**src/rtl/trace_check_unit_if.sv**
```systemverilog
// Expected-trace and commit-lane streams for trace_check_unit; slave is the checker side.
// Valid/ready on both streams; per-lane commit payloads are packed lane 0 in the LSBs.
interface trace_check_unit_if #(
  parameter int p_num_ports = 2
);
  logic                       exp_val;
  logic                       exp_rdy;
  logic [31:0]                exp_pc;
  logic [4:0]                 exp_waddr;
  logic [31:0]                exp_wdata;
  logic                       exp_wen;

  logic [p_num_ports-1:0]     cmt_val;
  logic [32*p_num_ports-1:0]  cmt_pc;
  logic [5*p_num_ports-1:0]   cmt_waddr;
  logic [32*p_num_ports-1:0]  cmt_wdata;
  logic [p_num_ports-1:0]     cmt_wen;
  logic                       cmt_rdy;

  modport master (
    output exp_val, exp_pc, exp_waddr, exp_wdata, exp_wen,
    output cmt_val, cmt_pc, cmt_waddr, cmt_wdata, cmt_wen,
    input  exp_rdy, cmt_rdy
  );

  modport slave (
    input  exp_val, exp_pc, exp_waddr, exp_wdata, exp_wen,
    input  cmt_val, cmt_pc, cmt_waddr, cmt_wdata, cmt_wen,
    output exp_rdy, cmt_rdy
  );
endinterface

```
**src/rtl/trace_check_unit.sv**
```systemverilog
// Compares DUT commit lanes against a FIFO of expected trace entries; status one cycle after a commit.
// exp_rdy drops when the FIFO is full; cmt_rdy only when a full lane group is queued; FAIL never stalls.
module trace_check_unit #(
  parameter int p_num_ports = 2,
  parameter int p_depth     = 8
) (
  input  logic                                                clk,
  input  logic                                                rst,
  trace_check_unit_if.slave                                   bus,
  output logic                                                err,
  output logic [2:0]                                          err_cause,
  output logic [((p_num_ports > 1) ? $clog2(p_num_ports) : 1)-1:0] err_lane,
  output logic [31:0]                                         err_pc,
  output logic [31:0]                                         match_count,
  output logic                                                empty
);
  localparam int lc_aw = (p_depth > 1) ? $clog2(p_depth) : 1;
  localparam int lc_cw = $clog2(p_depth + 1);
  localparam int lc_lw = (p_num_ports > 1) ? $clog2(p_num_ports) : 1;

  localparam logic [0:0] st_check = 1'b0;
  localparam logic [0:0] st_fail  = 1'b1;

  localparam logic [2:0] c_none  = 3'b000;
  localparam logic [2:0] c_pc    = 3'b001;
  localparam logic [2:0] c_wen   = 3'b010;
  localparam logic [2:0] c_data  = 3'b011;
  localparam logic [2:0] c_proto = 3'b100;

  logic [31:0]      mem_pc    [p_depth];
  logic [4:0]       mem_waddr [p_depth];
  logic [31:0]      mem_wdata [p_depth];
  logic             mem_wen   [p_depth];

  logic [lc_aw-1:0] head;
  logic [lc_aw-1:0] tail;
  logic [lc_cw-1:0] count;
  logic [0:0]       state;

  logic             enq;
  logic             fire;
  logic [lc_cw-1:0] n_deq;
  logic             proto_err;
  logic [lc_lw-1:0] proto_lane;
  logic             lane_fail;
  logic [lc_lw-1:0] fail_lane;
  logic [2:0]       fail_cause;
  logic [31:0]      fail_pc;
  logic [2:0]       match_add;
  logic [32:0]      match_sum;

  logic [lc_aw-1:0] lane_idx   [p_num_ports];
  logic [2:0]       lane_cause [p_num_ports];

  assign bus.exp_rdy = !rst && (count < lc_cw'(p_depth));
  assign bus.cmt_rdy = !rst && (count >= lc_cw'(p_num_ports));
  assign enq         = bus.exp_val && bus.exp_rdy;
  assign fire        = bus.cmt_rdy && (bus.cmt_val != '0);
  assign empty       = rst || (count == '0);
  assign err         = (state == st_fail);
  assign match_sum   = {1'b0, match_count} + 33'(match_add);

  // Per-lane verdict against entry head+i; waddr/wdata only matter for writing commits.
  always_comb begin
    for (int i = 0; i < p_num_ports; i++) begin
      lane_idx[i]   = lc_aw'((int'(head) + i) % p_depth);
      lane_cause[i] = c_none;
      if (bus.cmt_pc[32*i +: 32] != mem_pc[lane_idx[i]])
        lane_cause[i] = c_pc;
      else if (bus.cmt_wen[i] != mem_wen[lane_idx[i]])
        lane_cause[i] = c_wen;
      else if (bus.cmt_wen[i] &&
               ((bus.cmt_waddr[5*i +: 5] != mem_waddr[lane_idx[i]]) ||
                (bus.cmt_wdata[32*i +: 32] != mem_wdata[lane_idx[i]])))
        lane_cause[i] = c_data;
    end
  end

  always_comb begin
    n_deq      = '0;
    proto_err  = 1'b0;
    proto_lane = '0;
    lane_fail  = 1'b0;
    fail_lane  = '0;
    fail_cause = c_none;
    fail_pc    = '0;
    match_add  = '0;
    for (int i = 0; i < p_num_ports; i++)
      if (bus.cmt_val[i]) n_deq = n_deq + lc_cw'(1);
    for (int i = 0; i < p_num_ports - 1; i++)
      if (!proto_err && !bus.cmt_val[i] && ((bus.cmt_val >> (i + 1)) != '0)) begin
        proto_err  = 1'b1;
        proto_lane = lc_lw'(i);
      end
    for (int i = 0; i < p_num_ports; i++)
      if (bus.cmt_val[i] && !lane_fail) begin
        if (lane_cause[i] != c_none) begin
          lane_fail  = 1'b1;
          fail_lane  = lc_lw'(i);
          fail_cause = lane_cause[i];
          fail_pc    = bus.cmt_pc[32*i +: 32];
        end else begin
          match_add = match_add + 3'(1);
        end
      end
  end

  always_ff @(posedge clk) begin
    if (enq) begin
      mem_pc[tail]    <= bus.exp_pc;
      mem_waddr[tail] <= bus.exp_waddr;
      mem_wdata[tail] <= bus.exp_wdata;
      mem_wen[tail]   <= bus.exp_wen;
    end
  end

  always_ff @(posedge clk) begin
    if (rst) begin
      head        <= '0;
      tail        <= '0;
      count       <= '0;
      state       <= st_check;
      err_cause   <= c_none;
      err_lane    <= '0;
      err_pc      <= '0;
      match_count <= '0;
    end else begin
      if (enq)
        tail <= lc_aw'((int'(tail) + 1) % p_depth);
      if (fire)
        head <= lc_aw'((int'(head) + int'(n_deq)) % p_depth);
      count <= count + (enq ? lc_cw'(1) : '0) - (fire ? n_deq : '0);

      // A malformed lane group is not credited with any matches.
      if (fire && (state == st_check)) begin
        if (proto_err) begin
          state     <= st_fail;
          err_cause <= c_proto;
          err_lane  <= proto_lane;
          err_pc    <= bus.cmt_pc[31:0];
        end else begin
          match_count <= match_sum[32] ? 32'hFFFF_FFFF : match_sum[31:0];
          if (lane_fail) begin
            state     <= st_fail;
            err_cause <= fail_cause;
            err_lane  <= fail_lane;
            err_pc    <= fail_pc;
          end
        end
      end
    end
  end
endmodule
```
**src/flat_wrapper.sv**
```systemverilog
// flat-port wrapper written by rule: the top's interface ports become plain ports
module trace_check_unit_flat 
#(
  parameter int p_num_ports = 2,
  parameter int p_depth     = 8
)
  (clk, rst, err, err_cause, err_lane, err_pc, match_count, empty, bus_exp_val, bus_exp_pc, bus_exp_waddr, bus_exp_wdata, bus_exp_wen, bus_cmt_val, bus_cmt_pc, bus_cmt_waddr, bus_cmt_wdata, bus_cmt_wen, bus_exp_rdy, bus_cmt_rdy);
  trace_check_unit_if #(.p_num_ports(p_num_ports)) bus_i ();
  input  logic clk;
  input  logic rst;
  output logic err;
  output logic [2:0] err_cause;
  output logic [((p_num_ports > 1) ? $clog2(p_num_ports) : 1)-1:0] err_lane;
  output logic [31:0] err_pc;
  output logic [31:0] match_count;
  output logic empty;
  input wire logic [$bits(bus_i.exp_val)-1:0] bus_exp_val;
  input wire logic [$bits(bus_i.exp_pc)-1:0] bus_exp_pc;
  input wire logic [$bits(bus_i.exp_waddr)-1:0] bus_exp_waddr;
  input wire logic [$bits(bus_i.exp_wdata)-1:0] bus_exp_wdata;
  input wire logic [$bits(bus_i.exp_wen)-1:0] bus_exp_wen;
  input wire logic [$bits(bus_i.cmt_val)-1:0] bus_cmt_val;
  input wire logic [$bits(bus_i.cmt_pc)-1:0] bus_cmt_pc;
  input wire logic [$bits(bus_i.cmt_waddr)-1:0] bus_cmt_waddr;
  input wire logic [$bits(bus_i.cmt_wdata)-1:0] bus_cmt_wdata;
  input wire logic [$bits(bus_i.cmt_wen)-1:0] bus_cmt_wen;
  output wire logic [$bits(bus_i.exp_rdy)-1:0] bus_exp_rdy;
  output wire logic [$bits(bus_i.cmt_rdy)-1:0] bus_cmt_rdy;
  assign bus_i.exp_val = bus_exp_val;
  assign bus_i.exp_pc = bus_exp_pc;
  assign bus_i.exp_waddr = bus_exp_waddr;
  assign bus_i.exp_wdata = bus_exp_wdata;
  assign bus_i.exp_wen = bus_exp_wen;
  assign bus_i.cmt_val = bus_cmt_val;
  assign bus_i.cmt_pc = bus_cmt_pc;
  assign bus_i.cmt_waddr = bus_cmt_waddr;
  assign bus_i.cmt_wdata = bus_cmt_wdata;
  assign bus_i.cmt_wen = bus_cmt_wen;
  assign bus_exp_rdy = bus_i.exp_rdy;
  assign bus_cmt_rdy = bus_i.cmt_rdy;
  trace_check_unit #(.p_num_ports(p_num_ports), .p_depth(p_depth)) u_core (.clk(clk), .rst(rst), .bus(bus_i), .err(err), .err_cause(err_cause), .err_lane(err_lane), .err_pc(err_pc), .match_count(match_count), .empty(empty));
endmodule
```
**config.mk**
```make
export PLATFORM = sky130hd
export DESIGN_NAME = trace_check_unit_flat
export DESIGN_NICKNAME = d
export VERILOG_FILES = /design/src/rtl/trace_check_unit_if.sv /design/src/rtl/trace_check_unit.sv /design/src/flat_wrapper.sv
export SDC_FILE = /design/constraint.sdc
export NUM_CORES = 1
export LEC_CHECK = 0
export BUFFER_PORTS_ARGS = -buffer_cell sky130_fd_sc_hd__buf_4
export CELL_PAD_IN_SITES_DETAIL_PLACEMENT = 1
export CELL_PAD_IN_SITES_GLOBAL_PLACEMENT = 1
export CORE_MARGIN = 3
export CORE_UTILIZATION = 25
export DETAILED_ROUTE_END_ITERATION = 8
export PLACE_DENSITY_LB_ADDON = 0.1
export SETUP_SLACK_MARGIN = 0.5
export SLEW_MARGIN = 20
export SYNTH_ARGS = -nofsm -noshare
export SYNTH_HDL_FRONTEND = slang
export SYNTH_SLANG_ARGS = --single-unit
```
**constraint.sdc**
```tcl
create_clock -name clk -period 10.2 [get_ports clk]
set_input_delay 1.53 -clock clk [delete_from_list [all_inputs] [get_ports clk]]
set_output_delay 1.53 -clock clk [all_outputs]
set_load 0.03 [all_outputs]
```
Word-level counts from Yosys, hierarchy flattened
Memories as Yosys holds them, arrays and structs flattened. A register that Yosys moved wholly into a read port is not among the register bits.
Cells that the tools add are included.
Word-level totals
  register bits: 79
  input bits: 215
  memories kept: 4
  logic and storage cells: 102
  bits in writable memories: 560
  output and inout bits: 72
Cells by class
  reductions and logical operators: 22
  equality and inequality tests: 8
  magnitude comparators: 2
  bitwise operators: 2
  $add $sub $neg: 8
  mux-type cells: 48
Memory list
  u_core.mem_pc: words 8, width 32, rd ports 2, clocked after memory_dff 1, write ports 1, line trace_check_unit.sv:30  | logic [31:0] mem_pc [p_depth];
  u_core.mem_wdata: words 8, width 32, rd ports 2, clocked after memory_dff 1, write ports 1, line trace_check_unit.sv:32  | logic [31:0] mem_wdata [p_depth];
  u_core.mem_waddr: words 8, width 5, rd ports 2, clocked after memory_dff 1, write ports 1, line trace_check_unit.sv:31  | logic [4:0] mem_waddr [p_depth];
  u_core.mem_wen: words 8, width 1, rd ports 2, clocked after memory_dff 1, write ports 1, line trace_check_unit.sv:33  | logic mem_wen [p_depth];
Operators by type and width (count)
  $mux 32: 7
  $ne 32x32->1: 4
  $mux 3: 19
  $add 32x3->33: 1
  $mux 1: 16
  $mux 2: 6
  $ne 5x5->1: 2
  $add 3x1->3 const B: 3
  $logic_and 1x1->1: 9
  $reduce_bool 3->1: 2
  $add 4x4->4: 1
  $ge 4x2->1 const B: 1
  $logic_not 4->1: 1
  $lt 4x4->1 const B: 1
  $reduce_and 2->1: 2
  $reduce_bool 2->1: 2
  $sub 4x4->4: 1
  $add 3x3->3: 1
  $logic_not 1->1: 3
  $logic_or 1x1->1: 3
  $add 1x1->2 const B: 1
  $ne 1x1->1: 2
  $not 1->1: 2

Longest topological paths before layout
  word-level depth: 14
  gate-level depth with buffers: 29
  gate-level depth less buffers: 24

Least setup slack after synthesis
No wires, ideal clock.
  path kind: input -> register
  start point: in rst
  end point: mem u_core.mem_pc[0][0] (enable)
  arrival: 7455 ps
  stages: 6
  path slack: 2161 ps
  library setup time: 584 ps
  path through: clkbuf_1 > nor2_1 > and2_1 > clkbuf_1 > nand2b_1 > nor3_1
Between the ends
  cells in the longest elaborated chain, start to end: 5
Ends and longest elaborated chain
  from (decl): line flat_wrapper.sv:10  | input logic rst;
  $logic_not 1->1: line trace_check_unit.sv:55  | assign bus.exp_rdy = !rst && (count < lc_cw'(p_depth));
  $logic_and 1x1->1: line trace_check_unit.sv:55
  via bus_exp_rdy: line flat_wrapper.sv:27  | output wire logic [$bits(bus_i.exp_rdy)-1:0] bus_exp_rdy;
  $logic_and 1x1->1: line trace_check_unit.sv:57  | assign enq = bus.exp_val && bus.exp_rdy;
  via u_core.enq: line trace_check_unit.sv:40  | logic enq;
  $mux 1: line trace_check_unit.sv:109  | if (enq) begin
  $mux 1 (implied by the code): line trace_check_unit.sv:110  | mem_pc[tail] <= bus.exp_pc;
  to (decl): line trace_check_unit.sv:30
The timed path passes the listed nets, and every way through them passes these cells.

Worst setup path in the final report
  start point: reg u_core.head[0]
  end point: reg u_core.match_count[9]
Between the ends
  cells in the longest elaborated chain, start to end: 13
Ends and longest elaborated chain
  from (decl): line trace_check_unit.sv:35  | logic [lc_aw-1:0] head;
  from (signal assigned): line trace_check_unit.sv:131  | head <= lc_aw'((int'(head) + int'(n_deq)) % p_depth);
  $add 3x1->3 *: line trace_check_unit.sv:66  | lane_idx[i] = lc_aw'((int'(head) + i) % p_depth);
  $mem_v2 8x32 / $mem_v2 8x5 (equally long branches)
  $ne 32x32->1 / $ne 5x5->1 (equally long branches): line trace_check_unit.sv:74, trace_check_unit.sv:73
  $logic_or 1x1->1: line trace_check_unit.sv:73  | ((bus.cmt_waddr[5*i +: 5] != mem_waddr[lane_idx[i]]) ||
  $logic_and 1x1->1: line trace_check_unit.sv:72  | else if (bus.cmt_wen[i] &&
  $mux 2: line trace_check_unit.sv:72
  $mux 3: line trace_check_unit.sv:70  | else if (bus.cmt_wen[i] != mem_wen[lane_idx[i]])
  $mux 3 *: line trace_check_unit.sv:68  | if (bus.cmt_pc[32*i +: 32] != mem_pc[lane_idx[i]])
  $reduce_bool 3->1 *: line trace_check_unit.sv:97  | if (lane_cause[i] != c_none) begin
  $mux 3 *: line trace_check_unit.sv:97
  $mux 3 *: line trace_check_unit.sv:96  | if (bus.cmt_val[i] && !lane_fail) begin
  $add 32x3->33 *: line trace_check_unit.sv:61  | assign match_sum = {1'b0, match_count} + 33'(match_add);
  $mux 32 *: line trace_check_unit.sv:142  | match_count <= match_sum[32] ? 32'hFFFF_FFFF : match_sum[31:0];
  to (signal assigned): line trace_check_unit.sv:142
  to (decl): line trace_check_unit.sv:14  | output logic [31:0] match_count,
Mark *: on every way between the ends. The rest lies on a longest branch, timed or not.
A chain may end at the register's enable or synchronous reset.

==> impl_metrics.yaml <==
die:
  coreArea_mm2: 0.126
  die_h_um: 364
  dieArea_mm2: 0.132
  rows: 130
  start_util_pct: 25.3
  num_io_pins: 287
  die_x_um: 364
cts:
  clk_pin_slew_ns: 0.06
  ctsHtreeMaxLevel: 3
  cts_repair_resize_count: 0
  tritoncts: "yes"
  postCtsHoldBufs: 0
  clock-sinks: 642
  root_buffer: "clkbuf_16"
  insertion_delay_ns: 0.65
  post_cts_buffers: 0
  clock_path_buffers: 3
  cts_made_buffers: 82
detailed_routing:
  drc_errors: 0
  wl_per_cell_um: 30.8
  ant_nets: 0
  viasPerCell: 5.02
  first_iter_violations: 1484
  vias: 20300
  firstDrtPassIters: 5
  routed_wl_um: 125000
setup_path:
  critPathCaptureType: "register"
  crit_required_ns: 10.77
  arrival_ns: 8.56
  cpMaxStageDelayCell: "ha_4"
  path_buf_inv: 3
  cp_top_family: "simple AND/OR/NAND/NOR gates"
  critPathMaxFanout: 37
  cp-start-kind: "register"
  r2r-end: "u_core.match_count[9]"
  critical_path_class: "register to register"
  cp_cell_sequence: "ha_4 -> buf_4 -> mux4_2 -> or3_1 -> a222oi_1 -> nor2_1 -> nor4bb_1 -> a31oi_1 -> nand2b_1 -> inv_1 -> ha_1 -> a22o_1 -> ha_1 -> inv_1 -> fa_1 -> and4b_1 -> nand2_1 -> nor3_1 -> nand2_1 -> nor2_1 -> nand3_2 -> o21a_1 -> nor2_1"
  rrSetupSlack_ns: 2.22
  slowest_delay_ns: 0.71
  path_common_cell: "nor2_1"
  r2r_start: "u_core.head[0]"
  rr_worst_depth: 23
  path_depth: 23
logic_synthesis:
  postSynthCellCount: 2030
  yosys_warnings: 0
  synth_nets: 2264
  netlist.top_cell.by_area: "edfxtp_1"
  synth.avg_cell_area_um2: 15.7
  yosys.cell_types.count: 85
  synth.area.top_cells: "edfxtp_1 53%, mux4_2 14%, dfxtp_1 5.1%, mux2i_1 4.8%, xnor2_1 3.3%"
  netlist.area_leader.share_pct: 52.6
  synth.yosys.seq_area_share_pct: 57.8
  synthFlopType: "edfxtp_1"
  synth_edf_count: 560
  ys_ff_latch: 642
  async_flop_share_pct: 0
  syn-cell-area_mm2: 0.0320
  synth.most_common_cell: "edfxtp_1"
  synth_commonest_cells: "560 x edfxtp_1, 194 x mux4_2, 152 x mux2i_1"
worst_hold_path:
  hold_end: "u_core.err_pc[29]"
  min_path_type: "register to register"
  min_from: "u_core.err_pc[29]"
  whs_path_depth: 2
sta:
  whs_ns: 0.500
  slew_headroom_pct: 27.7
  maxSlewViolCount: 0
  clock_skew_ns: 0.0240
  fin_crit_sh_pct: 78.3
  tightestPinTransition_ns: 1.08
  hold_viol: 0
  rsz0062_at_grt: "no"
  fin_setup_tns_ns: 0
  setup_violations: 0
  period_needed_ns: 7.98
  max_clock_freq_mhz: 125
global_route:
  grt_pass1_wl_um: 174000
  grt_use_total_pct: 18.6
  antenna_found_initial: 9
  grt_pass1_vias: 22100
  grt_max_degree: 71
  grt_overflow: 0
finish:
  drive_above_1_share_pct: 33.1
  areaGrowthSynthToFinish_pct: 21.1
  nNetsFinal: 2562
placement:
  finalWeightedCongestion: 0.804
  dpl.hpwl_um: 85700
  port_buffers: 286
power:
  peakVddDrop_mv: 0.178
  leakage_nw: 12.6
  power-per-cell-area_mw_per_mm2: 230
  power_mw: 8.90
run:
  maxCapViolCount: 0
status:
  status: "completed"
[stage by stage]
step / utilization (%) / setup slack [ns] / instance area [um^2] / std cells
global route: 30.7 / 1.63 / 38700 / 4045
floorplan: - / 2.16 / 32000 / 2030
global placement: 28.5 / 1.96 / 36000 / 3894
detailed placement: 28.5 / 2.17 / 36000 / 3894
CTS: 30.7 / 2.12 / 38700 / 4045
finish: 30.7 / 2.22 / 38700 / 4050
[registers in the layout (all words and copies together), names as in the netlist, named ones only]
signal / cells
u_core.err: 1
u_core.mem_waddr: 40
u_core.tail: 3
u_core.err_lane: 1
u_core.mem_wen: 8
u_core.err_pc: 32
u_core.count: 4
u_core.head: 3
u_core.match_count: 32
u_core.mem_wdata: 256
u_core.err_cause: 3
u_core.mem_pc: 256
[power breakdown]
| part | internal, mW | total (mW) | switching, mW |
|---|---|---|---|
| Sequential | 2.95 | 3.06 | 0.109 |
| Combinational | 1.23 | 2.91 | 1.67 |
| Clock | 1.77 | 2.94 | 1.16 |
[tightest hold or removal path: cells and delay by family (launching register included)]
family | cells | cell delay, ns
simple gates | 1 | 0.08
flops | 1 | 0.33
compound gates | 1 | 0.05
[worst max-delay path by stage]
stage	start	to	slack [ns]
6_report	u_core.head[0]	u_core.match_count[9]	2.22
5_1_grt	u_core.head[0]	u_core.match_count[9]	1.63
4_1_cts	u_core.head[0]	u_core.match_count[9]	2.12
3_5_place_dp	u_core.head[0]	u_core.match_count[9]	2.17
3_3_place_gp	u_core.head[0]	u_core.match_count[9]	1.96
2_1_floorplan	rst	u_core.mem_pc[0][0]	2.16
[placed cells by master, fill, tap and decap left out, drive strengths merged, types with 17 or more instances in the layout]
master	n
a22oi	41
mux4	194
nor2	53
xor2	83
o21ai	17
mux2i	152
nand2	49
edfxtp	560
nor2b	19
nand4	30
mux2	42
clkinv	34
a221oi	41
o22ai	19
inv	41
clkbuf	100
buf	336
nor3	50
a21oi	85
dfxtp	82
xnor2	121
nand3	31
[final cells by class]
class,count,area (um^2)
Tap cell,1650,2060
Clock buffer,100,2210
Sequential cell,642,18500
Timing Repair Buffer,336,2560
Antenna cell,5,12.5
Clock inverter,51,517
Inverter,38,143
Multi-Input combinational cell,1228,12700
Fill cell,13200,87500
[routing by layer]
metal / vias up / wire [um] / global-route usage [%]
li1: 8818 / - / -
met1: 10800 / 55000 / 24.4
met2: 544 / 59700 / 31.2
met3: 142 / 6890 / 3.90
met4: 4 / 3100 / 5.16
met5: - / 27 / 0
[cell families after synthesis]
logic type               count (synthesis)  synth area share, %
adder cells (fa/ha/maj)                 19                0.814
XOR/XNOR                               204                 5.61
AO/OA/AOI/OAI                          297                 7.20
multiplexers                           388                 19.9
buffers and inverters                  160                 2.81
AND/OR/NAND/NOR                        320                 5.88
flip-flops                             642                 57.8
(Power assumes the default switching activity.)
